<file path="config.mk">
export PLATFORM = sky130hd
export DESIGN_NAME = agu_addr_update
export DESIGN_NICKNAME = d
export VERILOG_FILES = /design/src/rtl/agu_pkg.sv /design/src/rtl/agu_mod_alu.sv /design/src/rtl/agu_addr_update.sv
export SDC_FILE = /design/constraint.sdc
export NUM_CORES = 1
export LEC_CHECK = 0
export BUFFER_PORTS_ARGS = -buffer_cell sky130_fd_sc_hd__buf_2
export CAP_MARGIN = 20
export CORE_ASPECT_RATIO = 0.9
export CORE_UTILIZATION = 58
export CTS_BUF_LIST = sky130_fd_sc_hd__clkbuf_16
export CTS_CLUSTER_DIAMETER = 60
export DETAILED_ROUTE_END_ITERATION = 8
export PLACE_DENSITY = 0.73
export RECOVER_POWER = 100
export SYNTH_ARGS = -nofsm -noshare
export SYNTH_HDL_FRONTEND = slang
export SYNTH_SLANG_ARGS = --single-unit
</file>
<file path="constraint.sdc">
create_clock -name Clk -period 10.7 [get_ports Clk]
set_input_delay 2.14 -clock Clk [delete_from_list [all_inputs] [get_ports Clk]]
set_output_delay 2.14 -clock Clk [all_outputs]
set_load 0.03 [all_outputs]
</file>
<file path="src/rtl/agu_pkg.sv">
// Shared types and helpers for the AGU address-update engine.
// The reverse-carry option is controlled by the AGU_BITREV_EN macro (see agu_mod_alu).
package agu_pkg;

    localparam int AW = 16;
    localparam int RW = 2;

    typedef enum logic [2:0] {
        AGU_M_NOP    = 3'b000,
        AGU_M_INC    = 3'b001,
        AGU_M_DEC    = 3'b010,
        AGU_M_ADDN   = 3'b011,
        AGU_M_SUBN   = 3'b100,
        AGU_M_PREDEC = 3'b101,
        AGU_M_IDX    = 3'b110,
        AGU_M_RSV    = 3'b111
    } agu_mode_e;

    localparam logic [AW-1:0] M_LINEAR = 16'hFFFF;
    localparam logic [AW-1:0] M_BITREV = 16'h0000;

    typedef struct packed {
        logic [RW-1:0] idx;
        agu_mode_e     mode;
        logic [AW-1:0] r;
        logic [AW-1:0] n;
        logic [AW-1:0] m;
    } agu_s1_t;

    // Smallest all-ones mask covering m: the low k bits cleared to form the modulo base.
    function automatic logic [AW-1:0] mod_mask(input logic [AW-1:0] m);
        logic [AW-1:0] x;
        x = m;
        x = x | (x >> 1);
        x = x | (x >> 2);
        x = x | (x >> 4);
        x = x | (x >> 8);
        return x;
    endfunction

    function automatic logic [AW-1:0] bitrev(input logic [AW-1:0] v);
        logic [AW-1:0] o;
        for (int i = 0; i < AW; i++) begin
            o[i] = v[AW-1-i];
        end
        return o;
    endfunction

endpackage

</file>
<file path="src/rtl/agu_mod_alu.sv">
// Combinational address arithmetic: linear, modulo and (with AGU_BITREV_EN) reverse-carry.
// Offset is given as magnitude plus direction so the modulo range test works on |off|.
module agu_mod_alu
    import agu_pkg::*;
(
    input  logic [AW-1:0] r,
    input  logic [AW-1:0] off_mag,
    input  logic          off_neg,
    input  logic [AW-1:0] m,
    output logic [AW-1:0] result
);

    logic [AW-1:0]        lin_s;
    logic [AW-1:0]        mask_s;
    logic [AW-1:0]        base_s;
    logic [AW:0]          size_s;
    logic                 is_mod_s;
    logic                 too_big_s;
    logic signed [AW+1:0] sum_s;
    logic signed [AW+1:0] lo_s;
    logic signed [AW+1:0] hi_s;
    logic signed [AW+1:0] wrap_s;

    // Result selection; sums are widened and signed so wrap tests see under/overflow.
    always_comb begin
        lin_s     = off_neg ? (r - off_mag) : (r + off_mag);
        mask_s    = mod_mask(m);
        base_s    = r & ~mask_s;
        size_s    = {1'b0, m} + {{AW{1'b0}}, 1'b1};
        is_mod_s  = (m != {AW{1'b0}}) && !m[AW-1];
        too_big_s = ({1'b0, off_mag} > size_s);
        sum_s     = off_neg ? ($signed({2'b00, r}) - $signed({2'b00, off_mag}))
                            : ($signed({2'b00, r}) + $signed({2'b00, off_mag}));
        lo_s      = $signed({2'b00, base_s});
        hi_s      = lo_s + $signed({2'b00, m});
        if (sum_s > hi_s) begin
            wrap_s = sum_s - $signed({1'b0, size_s});
        end else if (sum_s < lo_s) begin
            wrap_s = sum_s + $signed({1'b0, size_s});
        end else begin
            wrap_s = sum_s;
        end
        if (is_mod_s && !too_big_s) begin
            result = wrap_s[AW-1:0];
`ifdef AGU_BITREV_EN
        end else if (m == M_BITREV) begin
            result = off_neg ? bitrev(bitrev(r) - bitrev(off_mag))
                             : bitrev(bitrev(r) + bitrev(off_mag));
`endif
        end else begin
            result = lin_s;
        end
    end

endmodule

</file>
<file path="src/rtl/agu_addr_update.sv">
// AGU address-update engine: 2-stage pipeline reading Rn/Nn/Mn, producing EA and Rn write-back.
// Reverse-carry addressing for Mn=0 is built only when AGU_BITREV_EN is defined.
module agu_addr_update
    import agu_pkg::*;
(
    input  logic          Clk,
    input  logic          Reset_n,
    input  logic          req_valid,
    output logic          req_ready,
    input  logic [RW-1:0] req_reg,
    input  logic [2:0]    req_mode,
    output logic [RW-1:0] rd_addr,
    input  logic [AW-1:0] r_rdata,
    input  logic [AW-1:0] n_rdata,
    input  logic [AW-1:0] m_rdata,
    output logic          wb_write,
    output logic [RW-1:0] wb_addr,
    output logic [AW-1:0] wb_data,
    output logic          ea_valid,
    input  logic          ea_ready,
    output logic [AW-1:0] ea_addr,
    output logic          busy
);

    agu_s1_t       s1_r;
    logic          s1_valid_r;
    logic          ea_valid_r;
    logic [AW-1:0] ea_addr_r;

    logic          s2_adv_s;
    logic          s1_adv_s;
    logic          accept_s;
    logic [AW-1:0] r_in_s;
    logic [AW-1:0] ea_mag_s;
    logic          ea_neg_s;
    logic          ea_use_s;
    logic [AW-1:0] upd_mag_s;
    logic          upd_neg_s;
    logic          upd_en_s;
    logic [AW-1:0] ea_alu_s;
    logic [AW-1:0] upd_alu_s;
    logic [AW-1:0] ea_s;
    logic [AW-1:0] upd_s;

    assign s2_adv_s  = !ea_valid_r || ea_ready;
    assign s1_adv_s  = s1_valid_r && s2_adv_s;
    assign req_ready = !s1_valid_r || s2_adv_s;
    assign accept_s  = req_valid && req_ready;
    assign rd_addr   = req_reg;
    assign ea_valid  = ea_valid_r;
    assign ea_addr   = ea_addr_r;
    assign busy      = s1_valid_r || ea_valid_r;

    // Mode decode into offsets for the EA and update ALUs.
    always_comb begin
        ea_mag_s  = {AW{1'b0}};
        ea_neg_s  = 1'b0;
        ea_use_s  = 1'b0;
        upd_mag_s = {AW{1'b0}};
        upd_neg_s = 1'b0;
        upd_en_s  = 1'b0;
        case (s1_r.mode)
            AGU_M_INC: begin
                upd_mag_s = AW'(1'b1);
                upd_en_s  = 1'b1;
            end
            AGU_M_DEC: begin
                upd_mag_s = AW'(1'b1);
                upd_neg_s = 1'b1;
                upd_en_s  = 1'b1;
            end
            AGU_M_ADDN: begin
                upd_mag_s = s1_r.n;
                upd_en_s  = 1'b1;
            end
            AGU_M_SUBN: begin
                upd_mag_s = s1_r.n;
                upd_neg_s = 1'b1;
                upd_en_s  = 1'b1;
            end
            AGU_M_PREDEC: begin
                ea_mag_s = AW'(1'b1);
                ea_neg_s = 1'b1;
                ea_use_s = 1'b1;
                upd_en_s = 1'b1;
            end
            AGU_M_IDX: begin
                ea_mag_s = s1_r.n;
                ea_use_s = 1'b1;
            end
            default: begin
                ea_use_s = 1'b0;
            end
        endcase
    end

    agu_mod_alu u_ea_alu (
        .r       (s1_r.r),
        .off_mag (ea_mag_s),
        .off_neg (ea_neg_s),
        .m       (s1_r.m),
        .result  (ea_alu_s)
    );

    agu_mod_alu u_upd_alu (
        .r       (s1_r.r),
        .off_mag (upd_mag_s),
        .off_neg (upd_neg_s),
        .m       (s1_r.m),
        .result  (upd_alu_s)
    );

    // Pre-decrement writes back the same value it uses as EA.
    always_comb begin
        ea_s     = ea_use_s ? ea_alu_s : s1_r.r;
        upd_s    = (s1_r.mode == AGU_M_PREDEC) ? ea_alu_s : upd_alu_s;
        wb_write = s1_adv_s && upd_en_s;
        wb_addr  = wb_write ? s1_r.idx : {RW{1'b0}};
        wb_data  = wb_write ? upd_s : {AW{1'b0}};
        r_in_s   = (wb_write && (req_reg == s1_r.idx)) ? upd_s : r_rdata;
    end

    // Stage 1: capture the request and operands; Rn is forwarded from the write landing this edge.
    always_ff @(posedge Clk or negedge Reset_n) begin
        if (!Reset_n) begin
            s1_valid_r <= 1'b0;
            s1_r       <= '0;
        end else if (accept_s) begin
            s1_valid_r <= 1'b1;
            s1_r       <= '{idx: req_reg, mode: agu_mode_e'(req_mode),
                            r: r_in_s, n: n_rdata, m: m_rdata};
        end else if (s1_adv_s) begin
            s1_valid_r <= 1'b0;
        end else begin
            s1_valid_r <= s1_valid_r;
        end
    end

    // Stage 2: EA output register with valid/ready hold.
    always_ff @(posedge Clk or negedge Reset_n) begin
        if (!Reset_n) begin
            ea_valid_r <= 1'b0;
            ea_addr_r  <= {AW{1'b0}};
        end else if (s2_adv_s) begin
            ea_valid_r <= s1_valid_r;
            ea_addr_r  <= s1_valid_r ? ea_s : ea_addr_r;
        end else begin
            ea_valid_r <= ea_valid_r;
        end
    end

endmodule
</file>
==> run_results.csv <==
group,metric,value,unit
synth,synth_xor_xnor_area_share,7.11,%
sta,rsz0062_at_grt,"no",
synth,ys_seq_area_share,11.4,%
setup_path,cpMostUsedCell,"nor2_1",
sta,slew_headroom,-159,%
sta,fmax,97.9,MHz
final_layout,final_util,63.6,%
place,port_buffers,96,
clock_tree,clk_pin_slew,80,ps
routing,wl_per_cell,24.9,µm
worst_hold_path,min_path_type,"flip-flop to flip-flop",
synth,syn_inst,2138,
routing,first_iter_violations,2089,
status,status,"finished with violations",
synth,ys_seq_elements,71,
power_and_ir_drop,max-vdd-ir-drop,165,µV
final_layout,post-route-cell-area,0.0167,mm²
synth,syn_area_per_cell,7.27,µm²
floorplan,ios,97,
setup_path,end_kind,"primary output",
place,gp_congestion,1.11,
global_route,grt_pass1_vias,15700,
synth,yosysTopAreaCell,"ha_1",
clock_tree,cts_root_buf,"clkbuf_16",
clock_tree,htree_levels,3,
place,hpwlAfterDp,50.7,mm
global_route,grt_max_degree,72,
synth,muxShareOfSynthArea,1.87,%
synth,yosys_warnings,0,
sta,worstMarginPinSlew,3880,ps
routing,drtPass1Iterations,6,
setup_path,worstPathMaxFanout,16,
sta,fin_crit_sh,95.4,%
synth,synth_top_family_by_area,"compound AO/OA/AOI/OAI gates",
synth,yosys-top-cells-count,"269 x nand2_1, 266 x ha_1, 180 x a21oi_1",
clock_tree,cts_buffers,9,
sta,setup_viol,0,
global_route,antenna_found_initial,0,
floorplan,die_h,157,µm
global_route,grt.overflow.total,0,
sta,min_period,10210,ps
synth,synth_fa_ha_area_share,23.0,%
setup_path,worstSetupPathType,"flip-flop to primary output",
setup_path,required,8560,ps
sta,whs,480,ps
final_layout,drive_gt1_share,7.60,%
final_layout,n_antenna_cell,0,
routing,via_per_inst,6.75,
sta,final-hold-violation-count,0,
floorplan,die_x,175,µm
sta,fin_skew,17.7,ps
global_route,grt_pass1_wl,94.0,mm
floorplan,rows,56,
synth,synth_flop_cell,"dfrtp_1",
clock_tree,cts_tree,"yes",
setup_path,worstPathArrival,8070,ps
synth,synth_nets,2472,
synth,yosysMostFrequentCell,"nand2_1",
synth,synth_compound_area_share,28.1,%
synth,ys_async_sr_fraction,100,%
floorplan,dieArea,0.0275,mm²
synth,yosys.area.top_type_share,21.4,%
setup_path,slowest_delay,1040,ps
place,place_ws,1250,ps
clock_tree,cts.sinks,71,
clock_tree,clkLatencyLatePin,380,ps
routing,wl,63.6,mm
clock_tree,clockBufferDepth,2,
final_layout,layout.nets,2539,
global_route,track_usage,45.8,%
power_and_ir_drop,leakage,8.23,nW
synth,synth_edf_count,0,
floorplan,start_util,59.3,%
floorplan,core_area,0.0262,mm²
routing,drc,0,
setup_path,crit_family,"simple AND/OR/NAND/NOR gates",
synth,synth.area.top_cells,"ha_1 21%, dfrtp_1 11%, nand2_1 6.5%",
synth,synth_simple_gate_area_share,22.6,%
clock_tree,post_cts_resized,0,
sta,slew_violations,173,
clock_tree,postCtsSetupRepairBufs,0,
sta,setup_slack,487,ps
place,place_area,0.0165,mm²
routing,vias,17300,
synth,yosys.cell_types.count,97,
synth,synth.cell_area,0.0155,mm²
power_and_ir_drop,cellPowerDensity,287,mW/mm²
setup_path,startpoint_type,"flip-flop",
final_layout,area_growth,7.16,%
sta,setup_tns,0,ps
flow_run,drv_cap,3,
setup_path,path_buf_inv,3,
setup_path,cp_slowest_cell,"a21oi_1",
status,violations,"max-capacitance violations, max-slew violations",
routing,antenna_left,0,
clock_tree,hold_buffers,0,
==> routing by layer <==
metal / wire length (µm) / vias to the layer above / GRT usage, %
li1: - / 7825 / -
met4: 4320 / 0 / 26.9
met5: 0 / - / 0
met3: 8820 / 229 / 13.8
met1: 25000 / 8064 / 59.4
met2: 25500 / 1153 / 66.9
==> cells in the final DEF, fill, tap and decap left out, types with 12 or more instances in the layout <==
master / n
o21ai_1: 20
or2_2: 13
ha_1: 266
clkbuf_1: 37
inv_1: 147
buf_2: 60
xor2_1: 45
o211ai_1: 26
nand3_1: 44
or3_1: 12
mux2i_1: 23
o21ai_0: 128
nand2b_1: 29
nor2b_1: 32
o21bai_1: 25
and3_1: 34
o31ai_1: 19
buf_4: 42
nor3_1: 48
a31oi_1: 26
nor4_1: 22
nor2_1: 162
nand4_1: 18
nand2_1: 269
o21a_1: 28
dfrtp_1: 71
a21oi_1: 182
a211oi_1: 20
xnor2_1: 78
a21o_1: 54
==> worst paths after layout <==
path	to	cells past startpoint	slack (ps)	start
worst max-delay path	wb_data[5]	28	490	s1_r[15]
worst min-delay path	ea_addr[1]	1	480	ea_addr[1]
worst max register to register	s1_r[44]	29	2830	s1_r[15]
worst min register to register	ea_addr[1]	1	480	ea_addr[1]
max in group asynchronous	ea_addr[1]	2	4880	Reset_n
min in group asynchronous	s1_r[12]	1	1710	Reset_n
==> per-stage QoR <==
| step | std cells | power (W) |
|---|---|---|
| 2_1_floorplan | 2138 | 0.00314 |
| 5_1_grt | 2558 | 0.00505 |
| 3_3_place_gp | 2540 | 0.00426 |
| 4_1_cts | 2557 | 0.00467 |
| 3_5_place_dp | 2541 | 0.00431 |
| 6_report | 2558 | 0.00478 |
==> cell families after synthesis <==
group	count (synthesis)
fa+ha+maj	279
xor+xnor	124
buf+inv	238
flops	71
compound gates	658
simple gates	740
mux	28
==> sequential cells by signal, indices dropped and copies added, names as in the netlist <==
register / cells
s1_r: 53
ea_addr: 16
ea_valid: 1
s1_valid_r: 1
==> area by class of cell <==
| cell class | count | area, µm² |
|---|---|---|
| multi-input combinational | 1829 | 12800 |
| clock buffer | 9 | 225 |
| fill | 2494 | 9550 |
| clock inverter | 7 | 80.1 |
| timing repair buffer | 145 | 785 |
| inverter | 149 | 559 |
| sequential | 71 | 1780 |
| tap | 348 | 435 |
==> worst reg2reg max path: cells and delay by family, from the launching register on <==
family,cells,cell delay [ps]
fa+ha+maj,3,990
compound gates,10,2530
xor+xnor,1,480
flops,1,500
mux,1,270
simple gates,12,2530
buf+inv,2,300
==> report_power, final <==
group          switching, W  internal, W
sequential         0.000125     0.000322
combinational       0.00255      0.00145
clock              0.000158     0.000185
Note: power is estimated with default switching activity, not from simulation.
